`config.mk`:
```
export PLATFORM = sky130hd
export DESIGN_NAME = ft601_fifo_responder
export DESIGN_NICKNAME = d
export VERILOG_FILES = /design/src/rtl/ft601_fifo_responder.sv
export SDC_FILE = /design/constraint.sdc
export NUM_CORES = 1
export LEC_CHECK = 0
export CAP_MARGIN = 30
export CORE_UTILIZATION = 30
export DETAILED_ROUTE_END_ITERATION = 7
export HOLD_SLACK_MARGIN = 0.15
export SYNTH_ARGS = -nofsm -noshare
export SYNTH_HDL_FRONTEND = slang
export SYNTH_SLANG_ARGS = --single-unit
export TNS_END_PERCENT = 50
```
`constraint.sdc`:
```
create_clock -name i_ftdi_clk -period 6.3 [get_ports i_ftdi_clk]
set_clock_uncertainty 0.2 [all_clocks]
set_input_delay 1.575 -clock i_ftdi_clk [delete_from_list [all_inputs] [get_ports i_ftdi_clk]]
set_output_delay 1.575 -clock i_ftdi_clk [all_outputs]
set_load 0.01 [all_outputs]
```
`src/rtl/ft601_fifo_responder.sv`:
```
// FT601 245-synchronous FIFO chip model: answers an FPGA bus master from an RX buffer
// fed by a local host port, and captures master writes into a TX buffer drained locally.
module ft601_fifo_responder #(
  parameter int LGDEPTH = 4,
  parameter int DW      = 32
) (
  input  logic                   i_ftdi_clk,
  input  logic                   i_reset_n,
  input  logic                   i_ftdi_wr_n,
  input  logic                   i_ftdi_rd_n,
  input  logic                   i_ftdi_oe_n,
  input  logic [DW-1:0]          i_ftdi_data,
  input  logic [DW/8-1:0]        i_ftdi_be,
  output logic [DW-1:0]          o_ftdi_data,
  output logic                   o_ftdi_data_oe,
  output logic                   o_ftdi_rxf_n,
  output logic                   o_ftdi_txe_n,
  input  logic                   i_host_wr,
  input  logic [DW-1:0]          i_host_data,
  output logic                   o_host_full,
  input  logic                   i_host_rd,
  output logic [DW+DW/8-1:0]     o_host_data,
  output logic                   o_host_empty,
  output logic [LGDEPTH:0]       o_rx_count,
  output logic [LGDEPTH:0]       o_tx_count,
  output logic                   o_protocol_err
);

  localparam int BW    = DW / 8;
  localparam int DEPTH = 1 << LGDEPTH;
  localparam logic [LGDEPTH:0] PTR_ONE  = {{LGDEPTH{1'b0}}, 1'b1};
  localparam logic [LGDEPTH:0] PTR_ZERO = {(LGDEPTH+1){1'b0}};

  typedef enum logic [1:0] {
    ST_IDLE     = 2'd0,
    ST_RX_TURN  = 2'd1,
    ST_RX_BURST = 2'd2,
    ST_TX_BURST = 2'd3
  } state_t;

  state_t state_q, state_d;

  logic [DW-1:0]    rx_mem [0:DEPTH-1];
  logic [DW+BW-1:0] tx_mem [0:DEPTH-1];

  logic [LGDEPTH:0] rx_wptr_q, rx_wptr_d, rx_rptr_q, rx_rptr_d;
  logic [LGDEPTH:0] tx_wptr_q, tx_wptr_d, tx_rptr_q, tx_rptr_d;
  logic [LGDEPTH:0] rx_count_q, rx_count_d, tx_count_q, tx_count_d;
  logic             rxf_n_q, rxf_n_d, txe_n_q, txe_n_d;
  logic             host_full_q, host_full_d, host_empty_q, host_empty_d;
  logic             proto_err_q, proto_err_d;

  logic proto_viol, rx_push, rx_pop, tx_push, tx_pop;

  // Transfer qualification; any protocol violation suppresses the bus transfer that cycle.
  always_comb begin
    proto_viol = (!i_ftdi_rd_n && !i_ftdi_wr_n) ||
                 (!i_ftdi_rd_n &&  i_ftdi_oe_n) ||
                 (!i_ftdi_wr_n && !i_ftdi_oe_n) ||
                 (!i_ftdi_rd_n && (state_q == ST_RX_TURN));
    rx_push = i_host_wr && !host_full_q;
    rx_pop  = !i_ftdi_rd_n && !i_ftdi_oe_n && !rxf_n_q &&
              (state_q == ST_RX_BURST) && !proto_viol;
    tx_push = !i_ftdi_wr_n && !txe_n_q &&
              ((state_q == ST_IDLE) || (state_q == ST_TX_BURST)) && !proto_viol;
    tx_pop  = i_host_rd && !host_empty_q;
  end

  // Pointer, occupancy and flag update; flags reflect post-update occupancy.
  always_comb begin
    rx_wptr_d = rx_wptr_q;
    rx_rptr_d = rx_rptr_q;
    tx_wptr_d = tx_wptr_q;
    tx_rptr_d = tx_rptr_q;
    if (rx_push) rx_wptr_d = rx_wptr_q + PTR_ONE;
    else         rx_wptr_d = rx_wptr_q;
    if (rx_pop)  rx_rptr_d = rx_rptr_q + PTR_ONE;
    else         rx_rptr_d = rx_rptr_q;
    if (tx_push) tx_wptr_d = tx_wptr_q + PTR_ONE;
    else         tx_wptr_d = tx_wptr_q;
    if (tx_pop)  tx_rptr_d = tx_rptr_q + PTR_ONE;
    else         tx_rptr_d = tx_rptr_q;

    rx_count_d   = rx_wptr_d - rx_rptr_d;
    tx_count_d   = tx_wptr_d - tx_rptr_d;
    rxf_n_d      = (rx_count_d == PTR_ZERO);
    host_full_d  = (rx_wptr_d[LGDEPTH] != rx_rptr_d[LGDEPTH]) &&
                   (rx_wptr_d[LGDEPTH-1:0] == rx_rptr_d[LGDEPTH-1:0]);
    txe_n_d      = (tx_wptr_d[LGDEPTH] != tx_rptr_d[LGDEPTH]) &&
                   (tx_wptr_d[LGDEPTH-1:0] == tx_rptr_d[LGDEPTH-1:0]);
    host_empty_d = (tx_wptr_d == tx_rptr_d);
    proto_err_d  = proto_err_q || proto_viol;
  end

  // Bus-ownership state machine.
  always_comb begin
    state_d = state_q;
    case (state_q)
      ST_IDLE: begin
        if (!i_ftdi_wr_n)                  state_d = ST_TX_BURST;
        else if (!i_ftdi_oe_n && !rxf_n_q) state_d = ST_RX_TURN;
        else                               state_d = ST_IDLE;
      end
      ST_RX_TURN: begin
        if (!i_ftdi_oe_n) state_d = ST_RX_BURST;
        else              state_d = ST_IDLE;
      end
      ST_RX_BURST: begin
        if (i_ftdi_oe_n || rxf_n_q) state_d = ST_IDLE;
        else                        state_d = ST_RX_BURST;
      end
      ST_TX_BURST: begin
        if (i_ftdi_wr_n) state_d = ST_IDLE;
        else             state_d = ST_TX_BURST;
      end
      default: state_d = ST_IDLE;
    endcase
  end

  // Control state registers.
  always_ff @(posedge i_ftdi_clk or negedge i_reset_n) begin
    if (!i_reset_n) begin
      state_q      <= ST_IDLE;
      rx_wptr_q    <= PTR_ZERO;
      rx_rptr_q    <= PTR_ZERO;
      tx_wptr_q    <= PTR_ZERO;
      tx_rptr_q    <= PTR_ZERO;
      rx_count_q   <= PTR_ZERO;
      tx_count_q   <= PTR_ZERO;
      rxf_n_q      <= 1'b1;
      txe_n_q      <= 1'b0;
      host_full_q  <= 1'b0;
      host_empty_q <= 1'b1;
      proto_err_q  <= 1'b0;
    end else begin
      state_q      <= state_d;
      rx_wptr_q    <= rx_wptr_d;
      rx_rptr_q    <= rx_rptr_d;
      tx_wptr_q    <= tx_wptr_d;
      tx_rptr_q    <= tx_rptr_d;
      rx_count_q   <= rx_count_d;
      tx_count_q   <= tx_count_d;
      rxf_n_q      <= rxf_n_d;
      txe_n_q      <= txe_n_d;
      host_full_q  <= host_full_d;
      host_empty_q <= host_empty_d;
      proto_err_q  <= proto_err_d;
    end
  end

  // Buffer storage; contents need no reset since pointers define validity.
  always_ff @(posedge i_ftdi_clk) begin
    if (rx_push) rx_mem[rx_wptr_q[LGDEPTH-1:0]] <= i_host_data;
    if (tx_push) tx_mem[tx_wptr_q[LGDEPTH-1:0]] <= {i_ftdi_be, i_ftdi_data};
  end

  // Pad enable is released immediately while reset is held.
  assign o_ftdi_data    = rx_mem[rx_rptr_q[LGDEPTH-1:0]];
  assign o_ftdi_data_oe = !i_ftdi_oe_n && i_reset_n;
  assign o_ftdi_rxf_n   = rxf_n_q;
  assign o_ftdi_txe_n   = txe_n_q;
  assign o_host_full    = host_full_q;
  assign o_host_data    = tx_mem[tx_rptr_q[LGDEPTH-1:0]];
  assign o_host_empty   = host_empty_q;
  assign o_rx_count     = rx_count_q;
  assign o_tx_count     = tx_count_q;
  assign o_protocol_err = proto_err_q;

endmodule

```
Word level (Yosys, flattened, before mapping):

Memories as Yosys holds them, arrays and structs flattened.
Cells that the tools add are included.

* flip-flop bits (word level): 37
* RAM bits: 1088
* bits of input ports: 75
* output and inout port bits: 84
* logic and storage cells: 75
* memories: 2

* add/subtract/negate cells: 6
* equality and inequality tests: 8
* multiplexer cells: 14
* reductions and logical operators: 33

Memories
* tx_mem: depth 16, width 36, read ports 1, clocked after memory_dff 0, write ports 1, RTL line 44 `logic [DW+BW-1:0] tx_mem [0:DEPTH-1];`
* rx_mem: depth 16, width 32, read ports 1, clocked after memory_dff 0, write ports 1, RTL line 43 `logic [DW-1:0] rx_mem [0:DEPTH-1];`

Operator list (count)
* $add A5 B1 Y5 const B: 4
* $mux W5: 4
* $logic_and A1 B1 Y1: 17
* $sub A5 B5 Y5: 2
* $eq A4 B4 Y1: 2
* $logic_not A1 Y1: 8
* $mux W2: 4
* $pmux W2 S4: 1
* $logic_or A1 B1 Y1: 6
* $eq A5 B5 Y1: 1
* $logic_not A5 Y1: 1
* $mux W1: 5
* $eq A2 B2 Y1 const B: 2
* $eq A2 B1 Y1 const B: 1
* $logic_not A2 Y1: 1
* $ne A1 B1 Y1: 2

Depth between registers and ports, before layout:

* depth in word-level cells: 10
* depth in mapped cells: 13
* depth with buffers taken out: 13

Worst setup path before layout:

OpenSTA, ideal clock, no wires.

* kind: in2reg
* start point: in i_ftdi_wr_n
* end point: mem tx_mem[4][0] (netlist bit), enable pin
* arrival time: 4.871 ns
* required time: 5.626 ns
* path slack: 0.756 ns
* stages: 3
* cells stage by stage: nor4_2 -> nand2_1 -> nor3_1

* word-level cells in the longest chain between the ends: 9
* elaborated cells on any way between the ends: 12
* those cells by class: mux: 2; reduce/logical: 10

RTL lines
* from (decl): RTL line 9 `input logic i_ftdi_wr_n,`
* $logic_not A1 Y1 (*)
* $logic_and A1 B1 Y1: RTL line 57 `proto_viol = (!i_ftdi_rd_n && !i_ftdi_wr_n) ||`
* $logic_or A1 B1 Y1: RTL line 57
* $logic_or A1 B1 Y1: RTL line 58 `(!i_ftdi_rd_n && i_ftdi_oe_n) ||`
* $logic_or A1 B1 Y1: RTL line 59 `(!i_ftdi_wr_n && !i_ftdi_oe_n) ||`
* $logic_not A1 Y1: RTL line 65 `((state_q == ST_IDLE) || (state_q == ST_TX_BURST)) && !proto_viol;`
* $logic_and A1 B1 Y1 (*): RTL line 65
* $mux W1 (*): RTL line 154 `if (tx_push) tx_mem[tx_wptr_q[LGDEPTH-1:0]] <= {i_ftdi_be, i_ftdi_data};`
* $mux W1 (not written as such) (*): RTL line 154
* to (decl): RTL line 44

Every way passes the cells marked *; elsewhere a longest branch is shown, timed or not.

Worst setup path in the final report:

* start point: reg rx_rptr_q[0]
* end point: out o_ftdi_data[4]

* word-level cells in the longest chain between the ends: 1

RTL lines
* from (decl): RTL line 46 `logic [LGDEPTH:0] rx_wptr_q, rx_wptr_d, rx_rptr_q, rx_rptr_d;`
* from (signal assigned): RTL line 138 `rx_rptr_q <= rx_rptr_d;`
* $mem_v2 Z16 W32
* to (decl): RTL line 14 `output logic [DW-1:0] o_ftdi_data,`

Every way passes these cells.

==> metrics.txt <==
root buffer cell=clkbuf_16; # setup viols final=0; RSZ-0062 raised after global routing=false; # IOs=159; share of the synthesized area in the top cell type=roughly three quarters; CTS max path bufs=3; Placement Setup Slack=between 1 and 1.5 ns; largest area contributor in the synthesized netlist=edfxtp_1; Slew HR=32.2%; Top FF cell, synth=edfxtp_1; post-route core utilization=between 30% and 40%; Total Neg Setup Slack=0 ns; met2 WL=48.7 mm; Clock transition at path regs=0.07 ns; multi-input logic area=9280 um^2; Net count, final=2316; crit path buf inv count=2; Metal-1 WL=40.8 mm; Vias/cell=a little under 5; Initial Util=between 30% and 40%; gr usage total=13.4%; Slowest-stage cell, CP=dfrtp_4; VDD IR max=0.619 mV; crit path max fanout=41; First-pass DRT Iterations=5; via count=20253; crit path DAT=3.57 ns; fin crit period=5.34 ns; part of the power in registers=41.8%; post_cts resized=0; Top Metal Used=met5; Seq/Total Area, Yosys=77.8%; ranking of synthesized cells by area=edfxtp_1 (76%), mux4_2 (13%), mux2i_1 (2.6%); Area Overhead vs Synth=19.0%; status=complete, no violations; clock share of power=a little under a third; Routed WL=98.2 mm; Pwr Total=21.8 mW; most frequent cells in the layout=edfxtp_1 (1088), mux4_2 (244), clkdlybuf4s50_1 (157); synthesized area=roughly 43000 um^2; CP Capture Type=primary output; kind of critical path=reg -> out; final slew viol count=0; row count=between 100 and 150; largest net degree at the start of global routing=between 70 and 80; initial antenna violation count=8; worst-skew pair later-pin latency=0.74 ns; register bit total from synthesis=1125; clock sinks=~1100; Worst EP required=4.53 ns; CP dominant cell by count=o21ai_0; Storage cell area=33600 um^2; Mapped Avg Cell Area=21.8 um^2; post-CTS setup buffer count=0; global route overflow=0; core outline area=between 100000 and 150000 um^2; Synth Instances=1985; fmax=about 0.19 GHz; share of layout cells above drive strength 1=23.2%; Iteration-0 DRC Markers=approximately 1600; overall die width=381 um; Sw Share=around 28%; Synth cell types=49; DIE HEIGHT=381 um; global-route wire length before repair=143 mm; Comb pwr share=27.4%; ANT nets after route=0; final worst path period share=84.8%; CTS tree=built; H-tree lvl count=3; maxcap violations=0; WL per Instance=23.4 um; EDFF count, synth=1088; syn nets=2082; global placer's final weighted congestion=between 0.7 and 0.8; yosys warns=0; DRC viols=0; DR WL met3=6.34 mm; # fillers=12846; Hold WC Path Type=reg -> reg; CP peak stage delay=roughly 0.82 ns; cells along the critical path=buf_12 -> mux2_2 -> o21ai_0 -> a21oi_1 -> o21ai_0 -> nand2_1 -> clkdlybuf4s50_1; most common cell after layout, fill and taps aside=edfxtp_1; family with the most delay on the worst path=buffers and inverters; CTS Hold Bufs=0; PortBufs=158; P_int=roughly 16 mW; worst-margin pin slew=just over 1 ns; asr flop ratio synth=3.29%; switching power=between 6 and 7 mW; final setup margin=approximately 0.96 ns; Fin. Hold Viols=0; Worst setup SP type=register; vias in the first global route=approximately 21000; full die area=145000 um^2; Num CTS Buffers=111; hpwl dp=roughly 54 mm; PD cells=425 nW/um^2; Pleak=~16 nW
## final timing paths
check / start / endpoint / slack (ns) / cells after the start
setup / recovery: rx_rptr_q[0] / o_ftdi_data[4] / 0.96 / 7
hold / removal: rx_wptr_q[4] / rx_wptr_q[4] / 0.28 / 1
setup reg to reg: rx_rptr_q[0] / o_ftdi_rxf_n / 2.65 / 11
hold reg to reg: rx_wptr_q[4] / rx_wptr_q[4] / 0.28 / 1
max in group asynchronous: i_reset_n / tx_rptr_q[1] / 4.83 / 2
min in group asynchronous: i_reset_n / o_rx_count[1] / 0.68 / 2
## Yosys cell counts, types with 19 or more instances
master,n
mux2i_1,110
buf_1,28
o21ai_0,55
nand2_1,73
a22oi_1,32
clkbuf_1,63
dfrtp_1,35
ha_1,21
a21oi_1,37
edfxtp_1,1088
mux2_2,19
mux4_2,244
nor2_1,25
inv_1,31
a221oi_1,32
## layout make-up
type,instances,area share [%]
timing repair buffer,219,4.37
inverter,31,0.227
tap,1890,4.60
clock buffer,128,5.53
clock inverter,79,1.74
antenna,1,0.00487
sequential,1125,65.5
multi-input combinational,731,18.1
## sequential cells by signal, indices dropped and copies added, names as in the netlist, 2 cells and up
register,flops
rx_rptr_q,5
o_tx_count,5
rx_wptr_q,5
tx_wptr_q,5
tx_rptr_q,5
tx_mem,576
rx_mem,512
o_rx_count,5
state_q,2
## logic make-up (layout without fill, tap and decap cells)
logic type | after synthesis | count (layout) | share of synthesized area [%]
XOR/XNOR | 23 | 23 | 0.484
adder cells (fa/ha/maj) | 22 | 22 | 0.655
other | 0 | 1 | 0
multiplexers | 373 | 373 | 15.8
buffers and inverters | 129 | 457 | 1.14
AND/OR/NAND/NOR | 145 | 145 | 1.61
flip-flops | 1125 | 1125 | 77.8
AO/OA/AOI/OAI | 168 | 168 | 2.52
## routing by layer
metal / track usage (%) / vias up
met5: 0 / -
met2: 22.4 / 598
met1: 17.2 / 10725
met3: 3.28 / 171
li1: - / 8743
met4: 3.74 / 16
## power by group through the flow
stage / combinational, mW / sequential, mW / clock (mW)
2_1_floorplan: 3.86 / 9.02 / 0
3_3_place_gp: 5.99 / 9.26 / 0
3_5_place_dp: 6.08 / 9.30 / 0
4_1_cts: 6.12 / 9.14 / 6.86
5_1_grt: 6.41 / 9.19 / 7.14
6_report: 5.98 / 9.13 / 6.72
## metrics by stage
stage / cells / area [um^2] / hold WS [ns]
final: 4204 / 51400 / 0.285
after global routing: 4203 / 51400 / 0.316
after CTS: 4203 / 51400 / 0.283
after detailed placement: 3996 / 47600 / 0.265
after global placement: 3994 / 47600 / 0.263
after floorplan: 1985 / 43200 / 0.251
No activity file was read; power rests on OpenSTA's default activity.
